--- config.mk ---
export PLATFORM = sky130hd
export DESIGN_NAME = imem_loader
export DESIGN_NICKNAME = d
export VERILOG_FILES = /design/src/rtl/imem_loader.sv
export SDC_FILE = /design/constraint.sdc
export NUM_CORES = 1
export LEC_CHECK = 0
export CORE_UTILIZATION = 65
export DETAILED_ROUTE_END_ITERATION = 10
export DONT_BUFFER_PORTS = 1
export PLACE_DENSITY = 0.81
export SLEW_MARGIN = 20
export SYNTH_ARGS = -nofsm -noshare
export SYNTH_HDL_FRONTEND = slang
export SYNTH_SLANG_ARGS = --single-unit
export TNS_END_PERCENT = 100
--- constraint.sdc ---
create_clock -name clk -period 2.9 [get_ports clk]
set_input_delay 0.87 -clock clk [delete_from_list [all_inputs] [get_ports clk]]
set_output_delay 0.87 -clock clk [all_outputs]
set_load 0.02 [all_outputs]
--- src/rtl/imem_loader.sv ---
// Byte-stream loader that assembles little-endian 16-bit words and writes them into instruction memory.
// Optional trailer checksum check is enabled by defining IMEM_LOADER_CHECKSUM_EN.
module imem_loader #(
    parameter int ADDR_W = 8
) (
    input  logic              clk,
    input  logic              rst_n,
    input  logic              start,
    input  logic [ADDR_W:0]   len,
    input  logic              abort,
    input  logic [7:0]        in_data,
    input  logic              in_valid,
    output logic              in_ready,
    output logic              wr_en,
    output logic [ADDR_W-1:0] wr_addr,
    output logic [15:0]       wr_data,
    output logic              busy,
    output logic              done,
    output logic              error
);

    typedef enum logic [2:0] {
        IDLE,
        LO,
        HI,
        CHK_LO,
        CHK_HI,
        FIN
    } state_t;

    state_t              state_q, state_d;
    logic [ADDR_W:0]     len_q, len_d;
    logic [ADDR_W-1:0]   addr_q, addr_d;
    logic [ADDR_W:0]     word_cnt_q, word_cnt_d;
    logic [7:0]          low_q, low_d;
    logic                wr_en_q, wr_en_d;
    logic [ADDR_W-1:0]   wr_addr_q, wr_addr_d;
    logic [15:0]         wr_data_q, wr_data_d;
    logic                done_q, done_d;
    logic [ADDR_W:0]     word_cnt_inc;
    logic [15:0]         word_in;
    logic                accept;

`ifdef IMEM_LOADER_CHECKSUM_EN
    logic [15:0]         sum_q, sum_d;
    logic                error_q, error_d;
`endif

    assign in_ready     = (state_q == LO) || (state_q == HI) ||
                          (state_q == CHK_LO) || (state_q == CHK_HI);
    assign busy         = in_ready;
    assign accept       = in_valid && in_ready;
    assign word_cnt_inc = word_cnt_q + 1'b1;
    assign word_in      = {in_data, low_q};

    always_comb begin
        state_d    = state_q;
        len_d      = len_q;
        addr_d     = addr_q;
        word_cnt_d = word_cnt_q;
        low_d      = low_q;
        wr_en_d    = 1'b0;
        wr_addr_d  = wr_addr_q;
        wr_data_d  = wr_data_q;
        done_d     = 1'b0;
`ifdef IMEM_LOADER_CHECKSUM_EN
        sum_d      = sum_q;
        error_d    = error_q;
`endif
        case (state_q)
            IDLE: begin
                // abort is ignored here, so a simultaneous start always wins
                if (start) begin
`ifdef IMEM_LOADER_CHECKSUM_EN
                    error_d = 1'b0;
`endif
                    if (len == '0) begin
                        done_d = 1'b1;
                    end else begin
                        len_d      = len;
                        addr_d     = '0;
                        word_cnt_d = '0;
`ifdef IMEM_LOADER_CHECKSUM_EN
                        sum_d      = '0;
`endif
                        state_d    = LO;
                    end
                end
            end
            LO: begin
                if (abort) begin
                    state_d = IDLE;
                end else if (accept) begin
                    low_d   = in_data;
                    state_d = HI;
                end
            end
            HI: begin
                if (abort) begin
                    state_d = IDLE;
                end else if (accept) begin
                    wr_en_d    = 1'b1;
                    wr_addr_d  = addr_q;
                    wr_data_d  = word_in;
                    addr_d     = addr_q + 1'b1;
                    word_cnt_d = word_cnt_inc;
`ifdef IMEM_LOADER_CHECKSUM_EN
                    sum_d      = sum_q + word_in;
`endif
                    // Termination is by word count; the address counter simply wraps.
                    if (word_cnt_inc == len_q) begin
`ifdef IMEM_LOADER_CHECKSUM_EN
                        state_d = CHK_LO;
`else
                        state_d = FIN;
                        done_d  = 1'b1;
`endif
                    end else begin
                        state_d = LO;
                    end
                end
            end
`ifdef IMEM_LOADER_CHECKSUM_EN
            CHK_LO: begin
                if (abort) begin
                    state_d = IDLE;
                end else if (accept) begin
                    low_d   = in_data;
                    state_d = CHK_HI;
                end
            end
            CHK_HI: begin
                if (abort) begin
                    state_d = IDLE;
                end else if (accept) begin
                    error_d = (word_in != sum_q);
                    done_d  = 1'b1;
                    state_d = FIN;
                end
            end
`endif
            FIN: begin
                state_d = IDLE;
            end
            default: begin
                state_d = IDLE;
            end
        endcase
    end

    always_ff @(posedge clk or negedge rst_n) begin
        if (!rst_n) begin
            state_q    <= IDLE;
            len_q      <= '0;
            addr_q     <= '0;
            word_cnt_q <= '0;
            low_q      <= '0;
            wr_en_q    <= 1'b0;
            wr_addr_q  <= '0;
            wr_data_q  <= '0;
            done_q     <= 1'b0;
        end else begin
            state_q    <= state_d;
            len_q      <= len_d;
            addr_q     <= addr_d;
            word_cnt_q <= word_cnt_d;
            low_q      <= low_d;
            wr_en_q    <= wr_en_d;
            wr_addr_q  <= wr_addr_d;
            wr_data_q  <= wr_data_d;
            done_q     <= done_d;
        end
    end

`ifdef IMEM_LOADER_CHECKSUM_EN
    always_ff @(posedge clk or negedge rst_n) begin
        if (!rst_n) begin
            sum_q   <= '0;
            error_q <= 1'b0;
        end else begin
            sum_q   <= sum_d;
            error_q <= error_d;
        end
    end

    assign error = error_q;
`else
    assign error = 1'b0;
`endif

    assign wr_en   = wr_en_q;
    assign wr_addr = wr_addr_q;
    assign wr_data = wr_data_q;
    assign done    = done_q;

endmodule

==> flow_summary.toml <==
[clock_tree]
cts_made_buffers = 9
clk-insertion-delay-late_ps = 340
cts_buffer_depth = 2
cts_root_buf = "clkbuf_8"
tritoncts = "done"
clock_sinks = 63
hold_buffers = 0
post_cts_resized = 0
post-cts-setup-buffer-count = 0
path_clk_slew_ps = 70
htree_levels = 3

[place]
hpwl_um = 3590
io_buffers = 0
place.gp.congestion = 0.8374
placed_cells = 327

[routing]
drt-total-wl_um = 5301
wl_met2_um = 2678
drt-initial-drc-count = 122
drc = 0
routedLengthMet1_um = 2267
vias = 1967
wl_per_cell_um = 15.45
highest_layer = "met4"
ant_nets = 0
viasPerCell = 5.735
dr.pass1.iters = 4
met3WireLength_um = 238

[pwr]
power_uw = 2352
p_leak_uw = 0.001459
pwr_density_cell_nw_per_um2 = 765.1
vdd_drop_max_mv = 0.4526

[yosys]
synthArstFlopShare_pct = 100.0
post_synth_num_cell_types = 37
synth_edf_count = 0
synth_nets = 310
synth-seq-area-share_pct = 54.93
netlist.area_leader.share_pct = 54.93
ys_seq_elements = 63
synth_top_area_cell = "dfrtp_1"
syn_area_sq_um = 2870
yosys_warnings = 0
postSynthAreaPerCell_sq_um = 10.04
syn_inst = 286
ys.flop_type = "dfrtp_1"
synth.area.top_cells = "dfrtp_1 (55%), nand2_1 (12%), mux2_2 (7.1%), xnor2_1 (3.7%), xor2_1 (3.1%)"

[sta]
finalSetupTns_ps = 0
hold_viol = 0
period_minus_slack_ps = 2148
finClkSkew_ps = 8.148
timing.final.crit_share_pct = 74.08
rsz0062_at_grt = "false"
slew_headroom_pct = 49.80
setup_viol = 0
worst_pin_slew_ps = 749.0
finalMaxSlewViolations = 0
fmax_mhz = 465.5

[setup_path]
criticalPathCategory = "flop to flop"
start_kind = "flop"
arrival_ps = 2410
critical_path_required_ps = 3160
cp-end-kind = "flop"
crit_fanout = 21

[floorplanning]
dieArea_sq_um = 4685
initial_utilization_pct = 69.75
die_w_um = 68.45
core_sq_um = 4115
num_rows = 23
die_h_um = 68.45
io_pins = 51

[global_routing]
overflow = 0
antenna_found_initial = 0
grt_pass1_vias = 1892
grt_usage_pct = 26.30
grt_max_degree = 64
grt_pass1_wl_um = 8707

[cells_and_area]
nets = 312
stdcell_count = 343
diodes = 0
drive_gt1_share_pct = 15.02
fill_cells = 274
syn_to_final_growth_pct = 7.106

[run_status]
outcome = "complete, no violations"

[job]
drv_cap = 0

[worst_hold_path]
hold_class = "input port to asynchronous set/reset pin"
where the power goes:
group	switching [uW]	internal [uW]
clock	340	394
combinational	144	163
sequential	251	1060
cells by family (layout without fill, tap and decap cells):
| group | count (synthesis) | count (layout) | synth area share [%] |
|---|---|---|---|
| AOI/OAI and AO/OA | 24 | 24 | 5.405 |
| xor gates and xnor gates | 22 | 22 | 6.713 |
| adders and majority gates | 2 | 2 | 0.8717 |
| buffers and inverters | 17 | 24 | 3.225 |
| DFF | 63 | 63 | 54.93 |
| muxes | 18 | 18 | 7.062 |
| other | 1 | 1 | 0.1307 |
| and+or+nand+nor | 139 | 139 | 21.67 |
routing by layer:
metal,track usage (%),vias up
met4,14.84,0
met2,42.03,53
met5,0,-
met3,6.167,10
met1,32.54,959
li1,-,945
metrics by stage:
step	worst slack [ps]	area (sq um)	hold WS, ps	util [%]
floorplan	666.1	2870	434.8	-
global placement	505.0	2885	442.5	70.11
detailed placement	429.4	2885	451.4	70.11
CTS	732.3	3074	214.0	74.70
global route	559.2	3074	205.9	74.70
finish	751.7	3074	215.1	74.70
registers in the layout (all words and copies together) (netlist names):
register    flops
wr_data        16
len_q           9
word_cnt_q      9
addr_q          8
low_q           8
wr_addr         8
state_q         3
done            1
wr_en           1
cell type report:
cell class / count / area [sq um] / area share (%)
Tap cell: 50 / 62.56 / 2.035
Clock buffer: 10 / 127.6 / 4.151
Inverter: 4 / 15.01 / 0.4884
Clock inverter: 6 / 61.31 / 1.994
Multi-Input combinational cell: 206 / 1201 / 39.07
Sequential cell: 63 / 1577 / 51.28
Timing Repair Buffer: 4 / 30.03 / 0.9768
synth_stat cells, types with 2 or more instances:
master	number
nand2_1	88
dfrtp_1	63
mux2_2	18
nor2_1	16
o21ai_0	12
xnor2_1	12
xor2_1	10
nor3_1	7
clkbuf_1	6
nand3_1	6
nand4_1	5
o21ai_1	4
o31ai_1	4
and3_1	3
buf_4	3
inv_1	3
and4_1	2
buf_2	2
buf_6	2
ha_1	2
nand2b_1	2
path summary, 6_finish.rpt:
check | startpoint | endpoint | slack, ps | cells past startpoint
setup / recovery | state_q[2] | word_cnt_q[8] | 750 | 6
hold / removal | rst_n | addr_q[4] | 220 | 0
min in group clk | low_q[7] | wr_data[7] | 460 | 2
setup reg to reg | state_q[2] | word_cnt_q[8] | 750 | 6
max in group asynchronous | rst_n | len_q[6] | 2590 | 0
hold reg to reg | low_q[7] | wr_data[7] | 460 | 2
critical path, cell delays in order, from the launching register on:
cell     delay (ps)
dfrtp_1         450
or3b_4          460
or2_1           330
inv_2           300
buf_4           280
nand2_1          90
o21ai_1         140
cell usage in the layout, fill, tap and decap left out, types with 2 or more instances in the layout:
| master | instances |
|---|---|
| nor2_1 | 16 |
| buf_4 | 4 |
| nand2b_1 | 2 |
| nand4_1 | 5 |
| o21ai_1 | 4 |
| clkinv_2 | 3 |
| nor3_1 | 7 |
| inv_1 | 3 |
| clkbuf_8 | 9 |
| ha_1 | 2 |
| and4_1 | 2 |
| and3_1 | 3 |
| nand3_1 | 6 |
| o31ai_1 | 4 |
| o21ai_0 | 12 |
| xor2_1 | 10 |
| xnor2_1 | 12 |
| mux2_2 | 18 |
| dfrtp_1 | 63 |
| nand2_1 | 88 |
(Power assumes the default switching activity.)
